<file path="config.mk">
export PLATFORM = sky130hd
export DESIGN_NAME = x_in_serializer
export DESIGN_NICKNAME = d
export VERILOG_FILES = /design/src/rtl/x_in_serializer.sv
export SDC_FILE = /design/constraint.sdc
export NUM_CORES = 1
export LEC_CHECK = 0
export CORE_MARGIN = 5
export CORE_UTILIZATION = 48
export CTS_CLUSTER_DIAMETER = 120
export DETAILED_ROUTE_END_ITERATION = 12
export PLACE_DENSITY = 0.78
export SLEW_MARGIN = 40
export SYNTH_ARGS = -nofsm -noshare
export SYNTH_HDL_FRONTEND = slang
export SYNTH_SLANG_ARGS = --single-unit
export TNS_END_PERCENT = 20
</file>
<file path="constraint.sdc">
create_clock -name clock -period 2.25 [get_ports clock]
set_clock_uncertainty 0.1 [all_clocks]
set_input_delay 0.3375 -clock clock [delete_from_list [all_inputs] [get_ports clock]]
set_output_delay 0.3375 -clock clock [all_outputs]
set_load 0.02 [all_outputs]
</file>
<file path="src/rtl/x_in_serializer.sv">
`default_nettype none
// ============================================================================
//  Module   : x_in_serializer
//  Purpose  : Parallel-to-serial feeder driving the x_in input of the Moore FSM.
//  Revision : 1.0  initial release
// ============================================================================
module x_in_serializer #(
   parameter int   WIDTH      = 8,
   parameter int   BIT_DIV    = 1,
   parameter int   MSB_FIRST  = 1,
   parameter logic IDLE_LEVEL = 1'b1,
   parameter int   GAP        = 0,
   parameter int   CNT_W      = 16
) (
   input  logic             clock,
   input  logic             reset,
   input  logic [WIDTH-1:0] data_in,
   input  logic             load_valid,
   output logic             load_ready,
   output logic             x_in,
   output logic             x_valid,
   output logic             busy,
   output logic             word_done,
   output logic [CNT_W-1:0] word_count
);

   localparam int BW = (WIDTH   > 1) ? $clog2(WIDTH)   : 1;
   localparam int DW = (BIT_DIV > 1) ? $clog2(BIT_DIV) : 1;
   localparam int GW = (GAP     > 1) ? $clog2(GAP)     : 1;

   localparam logic [BW-1:0] c_bit_max = BW'(WIDTH - 1);
   localparam logic [DW-1:0] c_div_max = DW'(BIT_DIV - 1);
   localparam logic [GW-1:0] c_gap_max = GW'((GAP > 0) ? GAP - 1 : 0);

   typedef enum logic [1:0] {
      ST_IDLE  = 2'd0,
      ST_SHIFT = 2'd1,
      ST_GAP   = 2'd2
   } state_t;

   state_t           r_state;
   logic [WIDTH-1:0] r_shift;
   logic [BW-1:0]    r_bit_cnt;
   logic [DW-1:0]    r_div_cnt;
   logic [GW-1:0]    r_gap_cnt;

   logic             w_last;
   logic             w_accept;
   logic             w_first_bit;
   logic             w_adv_bit;
   logic [WIDTH-1:0] w_load_shift;
   logic [WIDTH-1:0] w_adv_shift;

   // Final clock of the final bit period of the current word.
   assign w_last     = (r_state == ST_SHIFT) && (r_bit_cnt == '0) && (r_div_cnt == '0);
   assign load_ready = (r_state == ST_IDLE) || (w_last && (GAP == 0));
   assign w_accept   = load_valid && load_ready;
   assign busy       = (r_state != ST_IDLE);

   // x_in is registered, so the shifter holds only the bits not yet presented.
   always_comb begin
      w_first_bit  = data_in[0];
      w_load_shift = data_in >> 1;
      w_adv_bit    = r_shift[0];
      w_adv_shift  = r_shift >> 1;
      if (MSB_FIRST != 0) begin
         w_first_bit  = data_in[WIDTH-1];
         w_load_shift = data_in << 1;
         w_adv_bit    = r_shift[WIDTH-1];
         w_adv_shift  = r_shift << 1;
      end
   end

   always_ff @(posedge clock or negedge reset) begin
      if (!reset) begin
         r_state    <= ST_IDLE;
         r_shift    <= '0;
         r_bit_cnt  <= '0;
         r_div_cnt  <= '0;
         r_gap_cnt  <= '0;
         x_in       <= IDLE_LEVEL;
         x_valid    <= 1'b0;
         word_done  <= 1'b0;
         word_count <= '0;
      end else begin
         word_done <= w_last;
         if (w_last) begin
            word_count <= word_count + CNT_W'(1);
         end
         if (w_accept) begin
            r_state   <= ST_SHIFT;
            r_shift   <= w_load_shift;
            r_bit_cnt <= c_bit_max;
            r_div_cnt <= c_div_max;
            x_in      <= w_first_bit;
            x_valid   <= 1'b1;
         end else begin
            case (r_state)
               ST_SHIFT: begin
                  if (r_div_cnt != '0) begin
                     r_div_cnt <= r_div_cnt - DW'(1);
                  end else if (r_bit_cnt != '0) begin
                     r_bit_cnt <= r_bit_cnt - BW'(1);
                     r_div_cnt <= c_div_max;
                     r_shift   <= w_adv_shift;
                     x_in      <= w_adv_bit;
                  end else begin
                     x_in    <= IDLE_LEVEL;
                     x_valid <= 1'b0;
                     if (GAP > 0) begin
                        r_state   <= ST_GAP;
                        r_gap_cnt <= c_gap_max;
                     end else begin
                        r_state <= ST_IDLE;
                     end
                  end
               end
               ST_GAP: begin
                  if (r_gap_cnt == '0) begin
                     r_state <= ST_IDLE;
                  end else begin
                     r_gap_cnt <= r_gap_cnt - GW'(1);
                  end
               end
               default: r_state <= ST_IDLE;
            endcase
         end
      end
   end

endmodule
`default_nettype wire
</file>
-- Word level (Yosys, flattened, before mapping)
Index checks and enable logic that the tools add are counted.
- register bits after elaboration: 34
- input bits: 11
- output and inout port bits: 21
- word-level logic and storage cells: 62
- add/sub/neg operators: 4
- equal/unequal tests: 7
- muxes and demuxes: 25
- bitwise gates (word level): 2
- reductions and logical operators: 15
- operator list (kind ; number):
    8-bit two-way mux ; 4
    16-bit by 1-bit adder with 16-bit output (second input constant) ; 1
    1-bit two-way mux ; 12
    3-bit two-way mux ; 4
    3-bit inequality test (second input constant) ; 3
    3-bit AND reduction ; 3
    2-bit two-way mux ; 4
    2-bit nonzero test ; 3
    2-bit one-hot mux with 2 select lines ; 1
    2-bit AND reduction ; 2
    1-bit logical AND ; 3
    3-bit logical NOT ; 1
    3-bit nonzero test ; 1
    3-bit by 1-bit subtractor with 3-bit output (second input constant) ; 1
    2-bit by 1-bit == test with 1-bit output (second input constant) ; 1
    2-bit == test (second input constant) ; 1
    2-bit logical NOT ; 1
    2-bit by 1-bit inequality test with 1-bit output (second input constant) ; 1
    2-bit inequality test (second input constant) ; 1
    1-bit inverter ; 2
    1-bit subtractor (second input constant) ; 2
    1-bit logical OR ; 1

-- Logic depth before layout (Yosys ltp)
- word-level depth: 7
- mapped depth: 8
- gate-level depth less buffers: 8

-- Worst setup path after synthesis
No wires, ideal clock.
- path kind: register -> register
- start point: register r_bit_cnt[0]
- end point: register word_count[14]
- library setup time: 129 ps
- arrival: 1497 ps
- data required time: 2021 ps
- path slack: 524 ps
- cell stages (with the launch flop): 8
- buffers on the path: 0
- clock period less this slack: 1726 ps
- cell sequence: dfrtp_1 inv_1 ha_1 ha_1 nand3_2 nor4_4 nand3_1 xnor2_1
- word-level cells in the longest chain between the ends: 3
- ends and longest elaborated chain (what ; RTL line ; RTL):
    start, declared ; 43 ; logic [BW-1:0] r_bit_cnt;
    start signal, assigned ; 93 ; r_bit_cnt <= c_bit_max;
    start signal, assigned ; 103 ; r_bit_cnt <= r_bit_cnt - BW'(1);
    3-bit logical NOT ; 55 ; assign w_last = (r_state == ST_SHIFT) && (r_bit_cnt == '0) && (r_div_cnt == '0);
    1-bit logical AND (2 in series) ; 55 ;
    end signal, assigned ; 88 ; word_count <= word_count + CNT_W'(1);
    end, declared ; 24 ; output logic [CNT_W-1:0] word_count
No other way between the ends.
A chain may end at the register's enable or synchronous reset.

-- Final worst setup path
- start point: register r_bit_cnt[0]
- end point: output load_ready
- word-level cells in the longest chain between the ends: 4
- ends and longest elaborated chain (what ; RTL line ; RTL):
    3-bit logical NOT ; 55 ;
    1-bit logical AND (2 in series) ; 55 ;
    1-bit logical OR ; 56 ; assign load_ready = (r_state == ST_IDLE) || (w_last && (GAP == 0));
    end, declared ; 19 ; output logic load_ready,
No other way between the ends.

==> run metrics <==
status=finished, final reports clean; vias in the first global route=1028; buffer and inverter count on the worst path=3; worst slack at placement=175 ps; Post-CTS Hold Fix Bufs=0; kind of end point of the critical path=primary output; power share of the sequential group=0.459; largest net degree at the start of global routing=31; core area=2710 sq um; crit path kind=reg -> out; Pint=1.12 mW; top area cells in the synthesized netlist=dfrtp_1 54%, xnor2_1 8.5%, mux2i_1 6.0%, o21ai_0 3.8%, nand3_1 3.4%; io pins=32; I/O Buffers=31; # rows=19; Residual DRC=0; DR vias/cell=5.23; Clock Tree Buf Depth=2; Detail Route Antenna Nets=0; R2R depth=8; crit-path leading delay family=flip-flops; Synth top cells by count=29 x dfrtp_1, 13 x xnor2_1, 10 x o21ai_0; diode count=0; RSZ-0062 raised after global routing=no; DP HPWL=1.91 mm; post-layout minimum cycle time=2040 ps; TritonRoute pass-1 iters=4; Core Util, Final=0.643; die width=62.7 um; H-tree depth=2; first-pass GRT wire length=4.50 mm; Die Area=3930 sq um; P_leak=0.791 nW; Final Hold Vio Count=0; fin worst setup slack=205 ps; Initial Utilization=0.492; WL met3=193 um; CP peak stage delay=390 ps; Mapped Area=1330 sq um; Pwr Density=1010 nW/um^2; placer congestion estimate=0.791; nets=168; share of cells above drive strength 1=0.116; sw frac=0.363; placed cell count=178; Worst VDD drop=0.636 mV; final wirelength=2.54 mm; Yosys reg bits=30; Setup violations, final=0; area of the multi-input gates=544 sq um; critical-path cell list=inv_1 -> ha_1 -> ha_1 -> nor2b_1 -> inv_1 -> clkbuf_2; CTS Sinks=30; Hold Path Class=in -> async; clock group share of total power=0.168; Async S/R FF share, synth=1.00; Yosys cell types=26; top-count cell post-synth=dfrtp_1; FMAX=489 MHz; die height=62.7 um; Synth area leader=dfrtp_1; Clock transition at path regs=90 ps; Seq. cell area=752 sq um; Max Slew Vio Count=0; top_reg_cell synth=dfrtp_1; synthesized net count=129; First DRT Iteration DRCs=44; met1 wire length=1.07 mm; maxcap violations=0; CP Launch Type=flip-flop; Final Cycle Share=0.909; Post-synth EDFFs=0; NetSw=0.636 mW; DR top layer=met4; CP required=1810 ps; Setup TNS Final=0 ps; post-synth top area share=0.545; Synth Warn #=0; gr ovfl total=0; Layout area overhead=30.7%; Post-Layout Cell Count=186; CTS tree=yes; critical path's slowest cell=dfrtp_1; fillcell total=239; GRT Util Overall=0.147; Comb power frac=0.373; Num CTS Buffers=5; critical path arrival=1610 ps; Crit path depth=6; Clk Latency, worst-skew pair=320 ps; sequential area share after synthesis=0.564; DR WL/cell=13.6 um; Vias=973; worst-path maximum fanout=7; synthesized instance count=115; Root Driver=clkbuf_4; Syn Area/Cell=11.6 sq um; Tightest Pin Transition=381 ps; Rel. slew slack=0.746; met2 wire len=1.21 mm; initial antenna violation count=0
==> kinds of logic after synthesis <==
family | Yosys count | synth area share
DFF | 30 | 0.564
adders and majority gates | 3 | 0.0282
xor gates and xnor gates | 15 | 0.0986
AOI/OAI and AO/OA | 13 | 0.0535
buffers and inverters | 9 | 0.0272
and+or+nand+nor | 35 | 0.151
muxes | 10 | 0.0770
==> power groups by stage <==
stage	Clock [mW]	Combinational (mW)	Sequential, mW
6_report	0.295	0.653	0.803
5_1_grt	0.338	0.720	0.823
4_1_cts	0.307	0.668	0.804
3_5_place_dp	0	0.672	0.812
3_3_place_gp	0	0.649	0.805
2_1_floorplan	0	0.319	0.866
==> worst paths after layout <==
| path | start | to | slack (ps) |
|---|---|---|---|
| worst max-delay path | r_bit_cnt[0] | load_ready | 210 |
| worst min-delay path | reset | word_count[9] | 300 |
| worst max register to register | r_bit_cnt[0] | word_count[14] | 350 |
| worst min register to register | word_count[15] | word_count[15] | 380 |
| max in group asynchronous | reset | x_in | 1440 |
| min in group clock | word_count[15] | word_count[15] | 380 |
==> sequential cells by signal, summed over array words and instances (netlist names) <==
register    cells
r_bit_cnt       3
word_done       1
word_count     16
x_in            1
x_valid         1
r_shift         7
r_state         1
==> cell usage in the layout, fill, tap and decap left out, drive strengths merged <==
master / netlist / final
clkdlybuf4s50: 0 / 30
dfrtp: 29 / 29
xnor2: 13 / 13
o21ai: 10 / 10
nand3: 10 / 10
nand2: 9 / 9
clkbuf: 1 / 9
mux2i: 8 / 8
inv: 6 / 6
nor2: 6 / 6
buf: 2 / 4
ha: 3 / 3
nand4: 3 / 3
xor2: 2 / 2
a21oi: 2 / 2
mux2: 2 / 2
and3: 2 / 2
nor2b: 1 / 1
nor4: 1 / 1
and4: 1 / 1
nand2b: 1 / 1
nand3b: 1 / 1
o221a: 1 / 1
dfstp: 1 / 1
==> worst reg2reg max path, stage by stage (launching register included) <==
cell and delay, ps:
dfrtp_1 410, inv_1 80, ha_1 150, ha_1 160, buf_4 140, nand3_2 130
nor4_4 350, nand3_1 140, xnor2_1 140
==> cell type report <==
type	instances	area share
Clock buffer	8	0.0280
Inverter	6	0.0129
Tap cell	31	0.0223
Sequential cell	30	0.432
Timing Repair Buffer	35	0.193
Multi-Input combinational cell	76	0.313
==> per-layer routing <==
layer,vias up,global-route usage
li1,470,-
met1,464,0.151
met2,31,0.251
met3,8,0.0594
met4,0,0.0796
met5,-,0
==> timing repair <==
item | CTS | global route
resized for setup | 1 | 2
setup endpoints to repair | 1 | 1
setup buffers | 0 | 0
==> per-stage QoR <==
step / hold slack [ps] / total power, mW / cell area [sq um]
CTS: 296 / 1.78 / 1750
global placement: 355 / 1.45 / 1700
finish: 295 / 1.75 / 1740
floorplan: -58.1 / 1.19 / 1330
global route: 317 / 1.88 / 1740
detailed placement: 373 / 1.48 / 1700
No activity file was read; power rests on OpenSTA's default activity.
